--- config.mk ---
export PLATFORM = sky130hd
export DESIGN_NAME = mem_access_seq
export DESIGN_NICKNAME = d
export VERILOG_FILES = /design/src/rtl/mem_access_seq.sv
export SDC_FILE = /design/constraint.sdc
export NUM_CORES = 1
export LEC_CHECK = 0
export CAP_MARGIN = 20
export CORE_ASPECT_RATIO = 1.1
export CORE_MARGIN = 2
export CORE_UTILIZATION = 54
export CTS_BUF_LIST = sky130_fd_sc_hd__clkbuf_16
export CTS_CLUSTER_DIAMETER = 60
export CTS_CLUSTER_SIZE = 25
export DETAILED_ROUTE_END_ITERATION = 12
export PLACE_DENSITY = 0.86
export SLEW_MARGIN = 30
export SYNTH_ARGS = -nofsm -noshare
export SYNTH_HDL_FRONTEND = slang
export SYNTH_SLANG_ARGS = --single-unit
export TNS_END_PERCENT = 50
--- constraint.sdc ---
create_clock -name clk -period 5.05 [get_ports clk]
set_input_delay 1.01 -clock clk [delete_from_list [all_inputs] [get_ports clk]]
set_output_delay 1.01 -clock clk [all_outputs]
set_load 0.05 [all_outputs]
--- src/rtl/mem_access_seq.sv ---
// mem_access_seq: multi-cycle sequencer between the CPU load/store path and a
// word-only data memory. Word accesses go straight through; sub-word loads
// select a lane and extend it; sub-word stores do a read-modify-write.
module mem_access_seq #(
    parameter int unsigned ADDR_W  = 32,
    parameter int unsigned TIMEOUT = 255
) (
    input  logic              clk,
    input  logic              rst_n,
    input  logic              cpu_req,
    input  logic              cpu_we,
    input  logic [ADDR_W-1:0] cpu_addr,
    input  logic [31:0]       cpu_wdata,
    input  logic [1:0]        cpu_size,
    input  logic              cpu_uext,
    output logic              cpu_busy,
    output logic              cpu_done,
    output logic [31:0]       cpu_rdata,
    output logic              cpu_err,
    output logic              mem_req,
    output logic              mem_we,
    output logic [ADDR_W-3:0] mem_addr,
    output logic [31:0]       mem_wdata,
    input  logic [31:0]       mem_rdata,
    input  logic              mem_ack
);

    typedef enum logic [2:0] {
        IDLE,
        READ,
        MERGE,
        WRITE,
        RESP
    } state_t;

    localparam int unsigned      CNT_W    = (TIMEOUT < 2) ? 1 : $clog2(TIMEOUT + 1);
    localparam logic [CNT_W-1:0] CNT_LAST = CNT_W'((TIMEOUT == 0) ? 0 : TIMEOUT - 1);

    state_t           state;
    state_t           state_next;
    logic             req_we;
    logic [1:0]       req_size;
    logic             req_uext;
    logic [1:0]       req_lane;
    logic [31:0]      st_data;
    logic [31:0]      rd_word;
    logic [CNT_W-1:0] cnt;

    logic accept;
    logic bad_access;
    logic req_state;
    logic ack;
    logic expired;

    // Select the addressed lane of a read word and sign/zero extend it.
    function automatic logic [31:0] load_extend(input logic [31:0] word,
                                                input logic [1:0]  size,
                                                input logic [1:0]  lane,
                                                input logic        uext);
        logic [7:0]  b;
        logic [15:0] h;
        logic [31:0] r;
        b = word[{lane, 3'b000} +: 8];
        h = lane[1] ? word[31:16] : word[15:0];
        case (size)
            2'd1:    r = {{16{~uext & h[15]}}, h};
            2'd2:    r = {{24{~uext & b[7]}}, b};
            default: r = word;
        endcase
        return r;
    endfunction

    // Overwrite the addressed lane of the read word with the store data.
    function automatic logic [31:0] merge_lane(input logic [31:0] word,
                                               input logic [31:0] data,
                                               input logic [1:0]  size,
                                               input logic [1:0]  lane);
        logic [31:0] r;
        r = word;
        case (size)
            2'd1: begin
                if (lane[1]) r[31:16] = data[15:0];
                else         r[15:0]  = data[15:0];
            end
            2'd2:    r[{lane, 3'b000} +: 8] = data[7:0];
            default: r = data;
        endcase
        return r;
    endfunction

    assign accept     = (state == IDLE) && cpu_req;
    assign bad_access = (cpu_size == 2'd3)
                     || ((cpu_size == 2'd1) && cpu_addr[0])
                     || ((cpu_size == 2'd0) && (cpu_addr[1:0] != 2'b00));
    assign req_state  = (state == READ) || (state == WRITE);
    assign ack        = req_state && mem_ack;
    // An ack arriving in the expiry cycle takes priority over the timeout.
    assign expired    = req_state && !mem_ack && (TIMEOUT != 0) && (cnt == CNT_LAST);

    // State register; reset abandons any access in flight.
    always_ff @(posedge clk or negedge rst_n) begin
        if (!rst_n) state <= IDLE;
        else        state <= state_next;
    end

    // Next-state decode and state-derived handshake outputs.
    always_comb begin
        state_next = state;
        cpu_busy   = (state != IDLE);
        cpu_done   = 1'b0;
        mem_req    = 1'b0;
        mem_we     = 1'b0;
        case (state)
            IDLE: begin
                if (cpu_req) begin
                    if (bad_access)           state_next = RESP;
                    else if (!cpu_we)         state_next = READ;
                    else if (cpu_size == 2'd0) state_next = WRITE;
                    else                      state_next = READ;
                end
            end
            READ: begin
                mem_req = 1'b1;
                if (mem_ack)      state_next = req_we ? MERGE : RESP;
                else if (expired) state_next = RESP;
            end
            MERGE: state_next = WRITE;
            WRITE: begin
                mem_req = 1'b1;
                mem_we  = 1'b1;
                if (mem_ack || expired) state_next = RESP;
            end
            RESP: begin
                cpu_done   = 1'b1;
                state_next = IDLE;
            end
            default: state_next = IDLE;
        endcase
    end

    // Request capture, read data capture, lane merge and timeout counting.
    always_ff @(posedge clk or negedge rst_n) begin
        if (!rst_n) begin
            req_we    <= 1'b0;
            req_size  <= '0;
            req_uext  <= 1'b0;
            req_lane  <= '0;
            st_data   <= '0;
            rd_word   <= '0;
            cnt       <= '0;
            cpu_rdata <= '0;
            cpu_err   <= 1'b0;
            mem_addr  <= '0;
            mem_wdata <= '0;
        end else begin
            if (accept) begin
                req_we    <= cpu_we;
                req_size  <= cpu_size;
                req_uext  <= cpu_uext;
                req_lane  <= cpu_addr[1:0];
                st_data   <= cpu_wdata;
                mem_addr  <= cpu_addr[ADDR_W-1:2];
                mem_wdata <= cpu_wdata;
                cpu_err   <= bad_access;
                cnt       <= '0;
            end
            if (ack) begin
                if (state == READ) begin
                    rd_word <= mem_rdata;
                    if (!req_we) cpu_rdata <= load_extend(mem_rdata, req_size, req_lane, req_uext);
                end
            end else if (req_state) begin
                cnt <= cnt + 1'b1;
                if (expired) cpu_err <= 1'b1;
            end
            if (state == MERGE) begin
                mem_wdata <= merge_lane(rd_word, st_data, req_size, req_lane);
                cnt       <= '0;
            end
        end
    end

endmodule

==> impl_metrics.yaml <==
run_status:
  status: "complete, no violations"
place:
  place_hpwl_mm: 16.7
  io_buffers: 202
  placed_cells: 1212
  routabilityCongestion: 0.964
worst_setup_path:
  critical_path.endpoint_type: "output port"
  startpoint_type: "flop"
  path_max_fanout: 12
  criticalPathCategory: "flop to output port"
  worstPathRequired_ns: 4.04
  crit_arrival_ns: 2.16
sta:
  setup_tns_ns: 0
  setup_viol: 0
  max_slew_margin_pct: 40.2
  rsz0062_at_grt: "false"
  tightest_slew_ns: 0.897
  period_minus_slack_ns: 3.17
  clock_skew_ns: 0.00576
  period_share_pct: 62.8
  maxSlewViolCount: 0
  hold_viol: 0
  fmax_ghz: 0.315
detailed_routing:
  drtIter0Drc: 716
  dr.pass1.iters: 6
  via_per_inst: 6.02
  drc: 0
  routed_wl_mm: 24.3
  wl_per_cell_um: 19.5
  antenna_left: 0
  num_vias: 7490
yosys:
  syn_avg_cell_area_sq_um: 9.64
  syn_area_sq_um: 8270
  synthAdderAreaFrac_pct: 1.36
  synthArstFlopShare_pct: 100
  synth-compound-area-share_pct: 15.9
  synth-seq-area-share_pct: 53.2
  synth_edf_count: 0
  synth_seq_cells: 176
  yosys_warnings: 0
  netlist_instances: 858
  ys.flop_type: "dfrtp_1"
  synth_top_family_by_area: "simple AND/OR/NAND/NOR gates"
  synthMuxAreaShare_pct: 8.85
  synth-simple-area-share_pct: 17.2
  synth_xor_area_share_pct: 0.106
  yosysUniqueCellTypes: 50
  synth_nets: 971
floorplanning:
  die-width_um: 122
  die_area_sq_um: 16300
  die_h_um: 134
  rows: 47
  io_pins: 203
  coreArea_sq_um: 15000
  start_util_pct: 55.2
clock_network:
  hold_buffers: 0
  post_cts_buffers: 0
  numCtsBuffers: 17
  cts_buffer_depth: 2
  cts_max_level: 4
  cts_resized: 0
  path_clk_slew_ns: 0.06
  insertion_delay_ns: 0.43
  numClockSinks: 176
  clockRootBuffer: "clkbuf_16"
  cts_tree: "done"
layout:
  antennaDiodeCount: 0
  drive_above_1_share_pct: 10.8
  layout_commonest_cell: "nand2_1"
  layout.cells.non_filler: 1245
  syn_to_final_growth_pct: 33.2
  fin_nets: 1149
  layout_common_cells: "244 x nand2_1, 201 x clkdlybuf4s50_1, 176 x dfrtp_1"
global_route:
  grt_pass1_vias: 7091
  grt_pass1_wl_mm: 37.3
  antenna_found_initial: 0
  grt_max_degree: 98
  overflow: 0
  grt_usage_pct: 29.7
min_path:
  min_path_type: "primary input to async pin"
power:
  powerDensity_nw_per_um2: 779
  ir_worst_vdd_v: 0.000468
  leakage_nw: 4.82
flow_run:
  maxCapViolCount: 0
path summary, 6_finish.rpt:
check / from / to / slack (ns) / cells after the start
worst max-delay path: state[0] / mem_we / 1.88 / 3
worst min-delay path: rst_n / mem_addr[12] / 0.45 / 1
worst max register to register: req_lane[1] / mem_wdata[24] / 2.47 / 7
worst min register to register: st_data[19] / st_data[19] / 0.47 / 2
max in group asynchronous: rst_n / rd_word[29] / 3.40 / 3
min in group clk: st_data[19] / st_data[19] / 0.47 / 2
state kept, by name, summed over array words and instances (netlist names):
name and count:
cpu_err 1, st_data 32, state 3, cpu_rdata 32, req_we 1, rd_word 32
req_size 2, cnt 8, mem_wdata 32, mem_addr 30, req_uext 1, req_lane 2
cells in the mapped netlist (2+ instances only):
cell type	n	area, sq um
o22ai_1	8	50.1
o21ai_1	3	15.0
nand3b_1	2	15.0
nor2_1	38	143
ha_1	9	113
buf_1	4	15.0
o211ai_1	12	90.1
dfrtp_1	176	4400
nor3_1	6	30.0
nor2b_1	9	56.3
nand4_1	3	18.8
inv_1	9	33.8
a31oi_1	3	18.8
a22oi_1	11	82.6
mux2i_1	9	90.1
clkbuf_1	27	101
or4b_2	2	20.0
nor3b_1	3	22.5
nand4bb_1	2	22.5
a211oi_1	7	52.6
nand3_1	5	25.0
a221o_1	16	160
nand2_1	244	916
a221oi_1	9	78.8
o21ai_0	53	265
nand2b_1	5	31.3
buf_2	25	125
a222oi_1	8	80.1
mux2_2	57	642
a21oi_1	70	350
o31ai_1	2	15.0
and2_1	2	12.5
or3_1	2	12.5
cell families after synthesis:
kind of cell / count (synthesis)
DFF: 176
buffers and inverters: 65
AOI/OAI and AO/OA: 209
adders and majority gates: 9
muxes: 66
and+or+nand+nor: 332
xor gates and xnor gates: 1
final cells by class:
class,count,area [sq um]
Sequential cell,176,4400
Clock buffer,17,425
Inverter,9,33.8
Clock inverter,15,159
Fill cell,1034,3980
Tap cell,196,245
Timing Repair Buffer,215,2140
Multi-Input combinational cell,617,3610
through the flow:
step	hold slack (ns)	worst slack, ns	utilization [%]	cell area, sq um	power (W)
after global routing	0.465	1.77	73.5	11000	0.00902
after detailed placement	0.458	1.64	69.3	10400	0.00722
after global placement	0.451	1.75	69.3	10400	0.00710
after floorplan	0.440	2.23	-	8270	0.00569
final	0.455	1.88	73.5	11000	0.00859
after CTS	0.474	1.86	73.2	11000	0.00855
routing by layer:
metal	track usage [%]	share of wire [%]	up-vias	wire (um)
met5	0	0	-	0
met4	13.7	3.6	0	877
met3	7.61	10	69	2430
met2	46.6	47	426	11400
met1	38.9	40	3638	9630
li1	-	-	3357	-
power breakdown:
part | switching, W | internal [W] | leakage (nW) | total [W]
Sequential | 0.000530 | 0.00209 | 2.15 | 0.00262
Combinational | 0.00301 | 0.00164 | 2.39 | 0.00466
Clock | 0.000576 | 0.000734 | 0.280 | 0.00131
Total | 0.00412 | 0.00447 | 4.82 | 0.00859
critical path, cell delays in order, from the launching register on:
cell and delay, ns:
dfrtp_1 0.57, nor2b_1 0.22, and2_1 0.14, clkdlybuf4s50_1 0.80
No activity file was read; power rests on OpenSTA's default activity.
